File: src/rtl/wb_master_pkg.sv
// -----------------------------------------------------------------------------
// wb_master_pkg
// Shared definitions for the Wishbone single-beat master core:
//   - wb_state_e : master FSM state encoding (IDLE, ACTIVE)
//   - CTI_*      : Wishbone cycle-type identifier codes
//   - BTE_*      : Wishbone burst-type extension codes
// The core forwards CTI/BTE untouched; the constants exist so that users and
// benches can name the codes rather than spell out raw bit patterns.
// -----------------------------------------------------------------------------
package wb_master_pkg;

  typedef enum logic [0:0] {
    IDLE   = 1'b0,
    ACTIVE = 1'b1
  } wb_state_e;

  localparam logic [2:0] CTI_CLASSIC = 3'b000;
  localparam logic [2:0] CTI_CONST   = 3'b001;
  localparam logic [2:0] CTI_INCR    = 3'b010;
  localparam logic [2:0] CTI_END     = 3'b111;

  localparam logic [1:0] BTE_LINEAR  = 2'b00;
  localparam logic [1:0] BTE_WRAP4   = 2'b01;
  localparam logic [1:0] BTE_WRAP8   = 2'b10;
  localparam logic [1:0] BTE_WRAP16  = 2'b11;

endpackage : wb_master_pkg

File: src/rtl/wb_master_core.sv
// -----------------------------------------------------------------------------
// wb_master_core
// Turns one command (valid/ready handshake) into exactly one Wishbone beat and
// reports completion with a single-cycle response pulse.
//
// Ports
//   clk, rstn                : clock (rising edge), synchronous active-low reset
//   req_valid / req_ready    : command handshake, accepted when both high
//   req_adr, req_cti, req_bte,
//   req_sel, req_we, req_wdata : command fields
//   rsp_valid                : one-cycle completion pulse
//   rsp_rdata                : read data captured at termination of a read
//   rsp_err                  : ERR sampled at termination
//   ADR, CTI, BTE, DAT_W, SEL,
//   CYC, STB, WE             : registered Wishbone master outputs
//   DAT_R, ACK, ERR          : Wishbone slave response inputs
// -----------------------------------------------------------------------------
module wb_master_core
  import wb_master_pkg::*;
#(
  parameter int WB_ADDR_WIDTH = 32,
  parameter int WB_DATA_WIDTH = 32
) (
  input  logic                       clk,
  input  logic                       rstn,

  input  logic                       req_valid,
  output logic                       req_ready,
  input  logic [WB_ADDR_WIDTH-1:0]   req_adr,
  input  logic [2:0]                 req_cti,
  input  logic [1:0]                 req_bte,
  input  logic [WB_DATA_WIDTH/8-1:0] req_sel,
  input  logic                       req_we,
  input  logic [WB_DATA_WIDTH-1:0]   req_wdata,

  output logic                       rsp_valid,
  output logic [WB_DATA_WIDTH-1:0]   rsp_rdata,
  output logic                       rsp_err,

  output logic [WB_ADDR_WIDTH-1:0]   ADR,
  output logic [2:0]                 CTI,
  output logic [1:0]                 BTE,
  output logic [WB_DATA_WIDTH-1:0]   DAT_W,
  output logic [WB_DATA_WIDTH/8-1:0] SEL,
  output logic                       CYC,
  output logic                       STB,
  output logic                       WE,

  input  logic [WB_DATA_WIDTH-1:0]   DAT_R,
  input  logic                       ACK,
  input  logic                       ERR
);

  wb_state_e state_r;

  // A one-beat master needs nothing but the handshake and the termination
  // condition, so the whole datapath lives in the FSM register block.
  //
  // req_ready is kept as a register that already encodes "ready flag set AND
  // state is IDLE": it is cleared by reset, so it stays low for the first
  // cycle after rstn rises, and is rewritten every cycle with the value the
  // flag/state pair will have after this edge.
  always_ff @(posedge clk) begin
    if (!rstn) begin
      state_r   <= IDLE;
      req_ready <= 1'b0;
      rsp_valid <= 1'b0;
      rsp_err   <= 1'b0;
      rsp_rdata <= {WB_DATA_WIDTH{1'b0}};
      ADR       <= {WB_ADDR_WIDTH{1'b0}};
      CTI       <= 3'b000;
      BTE       <= 2'b00;
      DAT_W     <= {WB_DATA_WIDTH{1'b0}};
      SEL       <= {(WB_DATA_WIDTH/8){1'b0}};
      CYC       <= 1'b0;
      STB       <= 1'b0;
      WE        <= 1'b0;
    end else begin
      // Response pulse lasts exactly one cycle unless re-armed below.
      rsp_valid <= 1'b0;

      case (state_r)
        IDLE: begin
          if (req_valid && req_ready) begin
            state_r   <= ACTIVE;
            req_ready <= 1'b0;
            ADR       <= req_adr;
            CTI       <= req_cti;
            BTE       <= req_bte;
            SEL       <= req_sel;
            WE        <= req_we;
            // Reads drive a clean zero data bus rather than stale data.
            DAT_W     <= req_we ? req_wdata : {WB_DATA_WIDTH{1'b0}};
            CYC       <= 1'b1;
            STB       <= 1'b1;
          end else begin
            // Wishbone outputs hold; the ready flag becomes set here on the
            // first edge after reset.
            req_ready <= 1'b1;
          end
        end

        ACTIVE: begin
          if (ACK || ERR) begin
            state_r   <= IDLE;
            // Ready again from m+1, so the next accept is at edge m+1 at the
            // earliest and CYC is low for at least one cycle in between.
            req_ready <= 1'b1;
            rsp_valid <= 1'b1;
            // ERR wins when both are asserted.
            rsp_err   <= ERR;
            if (!WE) begin
              rsp_rdata <= DAT_R;
            end else begin
              rsp_rdata <= rsp_rdata;
            end
            // WE and DAT_W intentionally keep their last values.
            ADR       <= {WB_ADDR_WIDTH{1'b0}};
            CTI       <= 3'b000;
            BTE       <= 2'b00;
            SEL       <= {(WB_DATA_WIDTH/8){1'b0}};
            CYC       <= 1'b0;
            STB       <= 1'b0;
          end else begin
            // No timeout: wait for the slave indefinitely, outputs stable.
            req_ready <= 1'b0;
          end
        end

        default: begin
          state_r   <= IDLE;
          req_ready <= 1'b0;
          CYC       <= 1'b0;
          STB       <= 1'b0;
        end
      endcase
    end
  end

endmodule : wb_master_core

File: config.mk
export PLATFORM = sky130hd
export DESIGN_NAME = wb_master_core
export DESIGN_NICKNAME = d
export VERILOG_FILES = /design/src/rtl/wb_master_pkg.sv /design/src/rtl/wb_master_core.sv
export SDC_FILE = /design/constraint.sdc
export NUM_CORES = 1
export LEC_CHECK = 0
export CAP_MARGIN = 20
export CORE_UTILIZATION = 39
export CTS_BUF_LIST = sky130_fd_sc_hd__clkbuf_2 sky130_fd_sc_hd__clkbuf_4 sky130_fd_sc_hd__clkbuf_8
export DETAILED_ROUTE_END_ITERATION = 16
export PLACE_DENSITY_LB_ADDON = 0.15
export SLEW_MARGIN = 20
export SYNTH_ARGS = -nofsm -noshare
export SYNTH_HDL_FRONTEND = slang
export SYNTH_SLANG_ARGS = --single-unit
File: constraint.sdc
create_clock -name clk -period 1.8 [get_ports clk]
set_clock_uncertainty 0.2 [all_clocks]
set_input_delay 0.36 -clock clk [delete_from_list [all_inputs] [get_ports clk]]
set_output_delay 0.36 -clock clk [all_outputs]
set_load 0.05 [all_outputs]
==> reports/qor.json <==
{
  "synth_largest_type_area_fraction": {"value": 57.03, "unit": "%"},
  "io_pins": {"value": 222},
  "final_antenna_net_count": {"value": 0},
  "slew_violations": {"value": 0},
  "worstPathArrival": {"value": 1.69, "unit": "ns"},
  "fp-row-count": {"value": 36},
  "multi_input_comb_area": {"value": 0.001494, "unit": "sq mm"},
  "synthDistinctLibCells": {"value": 22},
  "regArea": {"value": 0.002222, "unit": "sq mm"},
  "postSynthAreaPerCell": {"value": 9.765, "unit": "sq um"},
  "synth-edff-count": {"value": 0},
  "grt.overflow.total": {"value": 0},
  "setup_slack": {"value": 0.2053, "unit": "ns"},
  "timing.critical_path.slowest_stage_cell": {"value": "clkdlybuf4s50_1"},
  "min_period": {"value": 1.595, "unit": "ns"},
  "async_reset_ff_share": {"value": 0, "unit": "%"},
  "share_of_total_power_in_sequential_cells": {"value": 50.4, "unit": "%"},
  "dp_slack": {"value": -0.1833, "unit": "ns"},
  "fill_cells": {"value": 809},
  "slew_headroom": {"value": 61.38, "unit": "%"},
  "start_util": {"value": 40.05, "unit": "%"},
  "reg2reg_depth": {"value": 4},
  "number_of_gates_resized_after_cts": {"value": 0},
  "ys_dominant_reg_cell": {"value": "dfxtp_1"},
  "synth.ff_latch_count": {"value": 111},
  "place_hpwl": {"value": 7659, "unit": "um"},
  "run_status": {"value": "complete, no violations"},
  "clock_latency": {"value": 0.37, "unit": "ns"},
  "worst_setup_path_start_kind": {"value": "input pin"},
  "max_vdd_drop": {"value": 444.7, "unit": "uV"},
  "largest_fanout_on_the_critical_path": {"value": 17},
  "coreArea": {"value": 0.009729, "unit": "sq mm"},
  "grt_max_degree": {"value": 66},
  "routed_wl": {"value": 10520, "unit": "um"},
  "clock_path_buffers": {"value": 2},
  "p_int": {"value": 3.673, "unit": "mW"},
  "seq_area_frac_synth": {"value": 57.03, "unit": "%"},
  "maxCapViolations": {"value": 0},
  "antenna_cells_inserted": {"value": 0},
  "switching_share": {"value": 28.96, "unit": "%"},
  "r2r_end": {"value": "ADR[3]"},
  "design_area": {"value": 0.006327, "unit": "sq mm"},
  "antenna_found_initial": {"value": 1},
  "die_area": {"value": 0.01039, "unit": "sq mm"},
  "postSynthNetCount": {"value": 510},
  "post_cts_hold_buffer_count": {"value": 0},
  "dr.pass1.iters": {"value": 4},
  "leakagePower": {"value": 2.602, "unit": "nW"},
  "drcViolationCount": {"value": 0},
  "initialDrtViolationCount": {"value": 69},
  "via_count": {"value": 3598},
  "yosys_warning_count": {"value": 0},
  "cts_made_buffers": {"value": 9},
  "timing.hold.worst_endpoint": {"value": "DAT_W[23]"},
  "power.share.combinational": {"value": 20.6, "unit": "%"},
  "first_pass_grt_wire_length": {"value": 16240, "unit": "um"},
  "viasPerCell": {"value": 4.778},
  "cell_chain_critical_path": {"value": "clkdlybuf4s50_1 -> o21ai_0 -> buf_4 -> nor2_4 -> buf_12 -> mux2i_1"},
  "drt-wirelength-per-cell": {"value": 13.97, "unit": "um"},
  "max_slew.worst_pin.slew": {"value": 0.5793, "unit": "ns"},
  "post_cts_buffers": {"value": 0},
  "grt_setup_unrepaired": {"value": "no"},
  "place.gp.congestion": {"value": 0.7341},
  "yosysTopAreaCell": {"value": "dfxtp_1"},
  "postLayoutCoreUtil": {"value": 65.03, "unit": "%"},
  "layout.nets": {"value": 727},
  "timing.final.setup_violations": {"value": 0},
  "worstHoldPathCells": {"value": 2},
  "mappedNetlistArea": {"value": 0.003896, "unit": "sq mm"},
  "critPathKind": {"value": "input pin to flip-flop"},
  "die_height": {"value": 102.0, "unit": "um"},
  "hold_path.class": {"value": "flip-flop to flip-flop"},
  "cell_area_placed": {"value": 0.006133, "unit": "sq mm"},
  "vias_in_the_first_global_route": {"value": 3414},
  "hold_start": {"value": "DAT_W[23]"},
  "clock_input_transition_at_the_sequential_cells_of_the_worst_setup_and_hold_paths": {"value": 0.10, "unit": "ns"},
  "chip_width": {"value": 102.0, "unit": "um"},
  "port_buffers": {"value": 221},
  "fraction_of_final_layout_cells_sized_beyond_drive_strength_1": {"value": 24.19, "unit": "%"},
  "clockPowerShare": {"value": 29.0, "unit": "%"},
  "area.growth.synth_to_final": {"value": 62.40, "unit": "%"},
  "netlist_instances": {"value": 399},
  "worst-endpoint-required": {"value": 1.89, "unit": "ns"},
  "synth_area_leaders": {"value": "dfxtp_1 (57%), nand2_1 (9.5%), a22o_1 (9.2%), mux2i_1 (8.2%), a21oi_1 (4.4%)"},
  "final_min_period_over_clock_period": {"value": 88.59, "unit": "%"},
  "worst-r2r-setup-slack": {"value": 0.24, "unit": "ns"},
  "cts_sinks": {"value": 111},
  "ctsHtreeMaxLevel": {"value": 3},
  "cellPowerDensity": {"value": 817.3, "unit": "mW/mm^2"},
  "hold_viol": {"value": 0},
  "total_switching_power": {"value": 1.498, "unit": "mW"},
  "fmax": {"value": 627.1, "unit": "MHz"},
  "clock_tree.root_cell": {"value": "clkbuf_8"},
  "timing.rr.start": {"value": "state_r"},
  "final.setup.tns": {"value": 0, "unit": "ns"},
  "critPathCaptureType": {"value": "flip-flop"},
  "cp_slowest_stage_delay": {"value": 0.50, "unit": "ns"},
  "clock_tree_from_tritoncts": {"value": "done"},
  "groute.usage.overall": {"value": 19.93, "unit": "%"}
}
==> logic make-up (layout without fill, tap and decap cells) <==
| kind of cell | after synthesis | after routing | synth area share, % |
|---|---|---|---|
| AO/OA/AOI/OAI | 78 | 78 | 14.10 |
| buffers and inverters | 35 | 256 | 4.816 |
| flip-flops | 111 | 111 | 57.03 |
| multiplexers | 32 | 32 | 8.221 |
| AND/OR/NAND/NOR | 143 | 143 | 15.83 |
==> Yosys cell counts (3+ instances only) <==
master,instances
clkbuf_1,18
buf_1,4
dfxtp_1,111
buf_6,5
nand3_1,32
buf_2,3
mux2i_1,32
a22o_1,41
nor2_1,6
a21oi_1,34
nand2_1,99
buf_4,4
==> metal layers <==
| layer | up-vias | track usage (%) | share of wire, % |
|---|---|---|---|
| met5 | - | 0 | 0.076 |
| met4 | 2 | 7.033 | 1.4 |
| met3 | 15 | 8.071 | 11 |
| met2 | 137 | 32.28 | 48 |
| met1 | 1648 | 23.98 | 40 |
| li1 | 1796 | - | - |
==> per-stage QoR <==
stage | power, mW | hold slack [ns] | std cells
after floorplan | 3.232 | 0.2929 | 399
after global placement | 3.720 | 0.2388 | 738
after detailed placement | 3.733 | 0.2450 | 738
after CTS | 5.217 | 0.2593 | 753
after global routing | 5.377 | 0.2813 | 753
final | 5.171 | 0.2564 | 753
==> cell type report <==
class / count / area share (%)
Clock buffer: 9 / 1.958
Clock inverter: 6 / 1.107
Inverter: 1 / 0.05932
Multi-Input combinational cell: 253 / 23.61
Sequential cell: 111 / 35.12
Tap cell: 133 / 2.630
Timing Repair Buffer: 240 / 35.52
==> registers in the layout, indices dropped and copies added (netlist names), 2 cells and up <==
signal / cells
ADR: 32
DAT_W: 32
SEL: 4
rsp_rdata: 32
CTI: 3
BTE: 2
==> worst max-delay path, delay by kind of cell <==
family	cells	cell delay, ns
simple gates	1	0.15
buf+inv	3	0.84
compound gates	1	0.10
mux	1	0.21
==> worst max path at each step <==
stage | from | endpoint | slack [ns]
6_report | ERR | rsp_rdata[9] | 0.21
5_1_grt | state_r | rsp_rdata[24] | 0.14
4_1_cts | STB | CYC | 0.19
3_5_place_dp | ERR | rsp_rdata[31] | -0.18
3_3_place_gp | ERR | rsp_rdata[16] | -0.11
2_1_floorplan | req_ready | ADR[0] | 0.03
==> power groups by stage <==
| stage | clock, mW | combinational, mW | sequential [mW] |
|---|---|---|---|
| 2_1_floorplan | 0 | 0.254 | 2.98 |
| 3_3_place_gp | 0 | 1.06 | 2.66 |
| 3_5_place_dp | 0 | 1.07 | 2.66 |
| 4_1_cts | 1.54 | 1.07 | 2.61 |
| 5_1_grt | 1.63 | 1.13 | 2.62 |
| 6_report | 1.50 | 1.06 | 2.61 |
==> layout by cell type, fill, tap and decap left out, drive strengths merged <==
master and n:
buf 131, dfxtp 111, clkdlybuf4s50 109, nand2 99, a22o 41, a21oi 34, mux2i 32, nand3 32
clkbuf 9, nor2 7, clkinvlp 3, inv 2, nor3 2, o21ai 1, nand3b 1, o21a 1
and3b 1, and2 1, a22oi 1, bufinv 1, clkinv 1
Note: power is estimated with default switching activity, not from simulation.
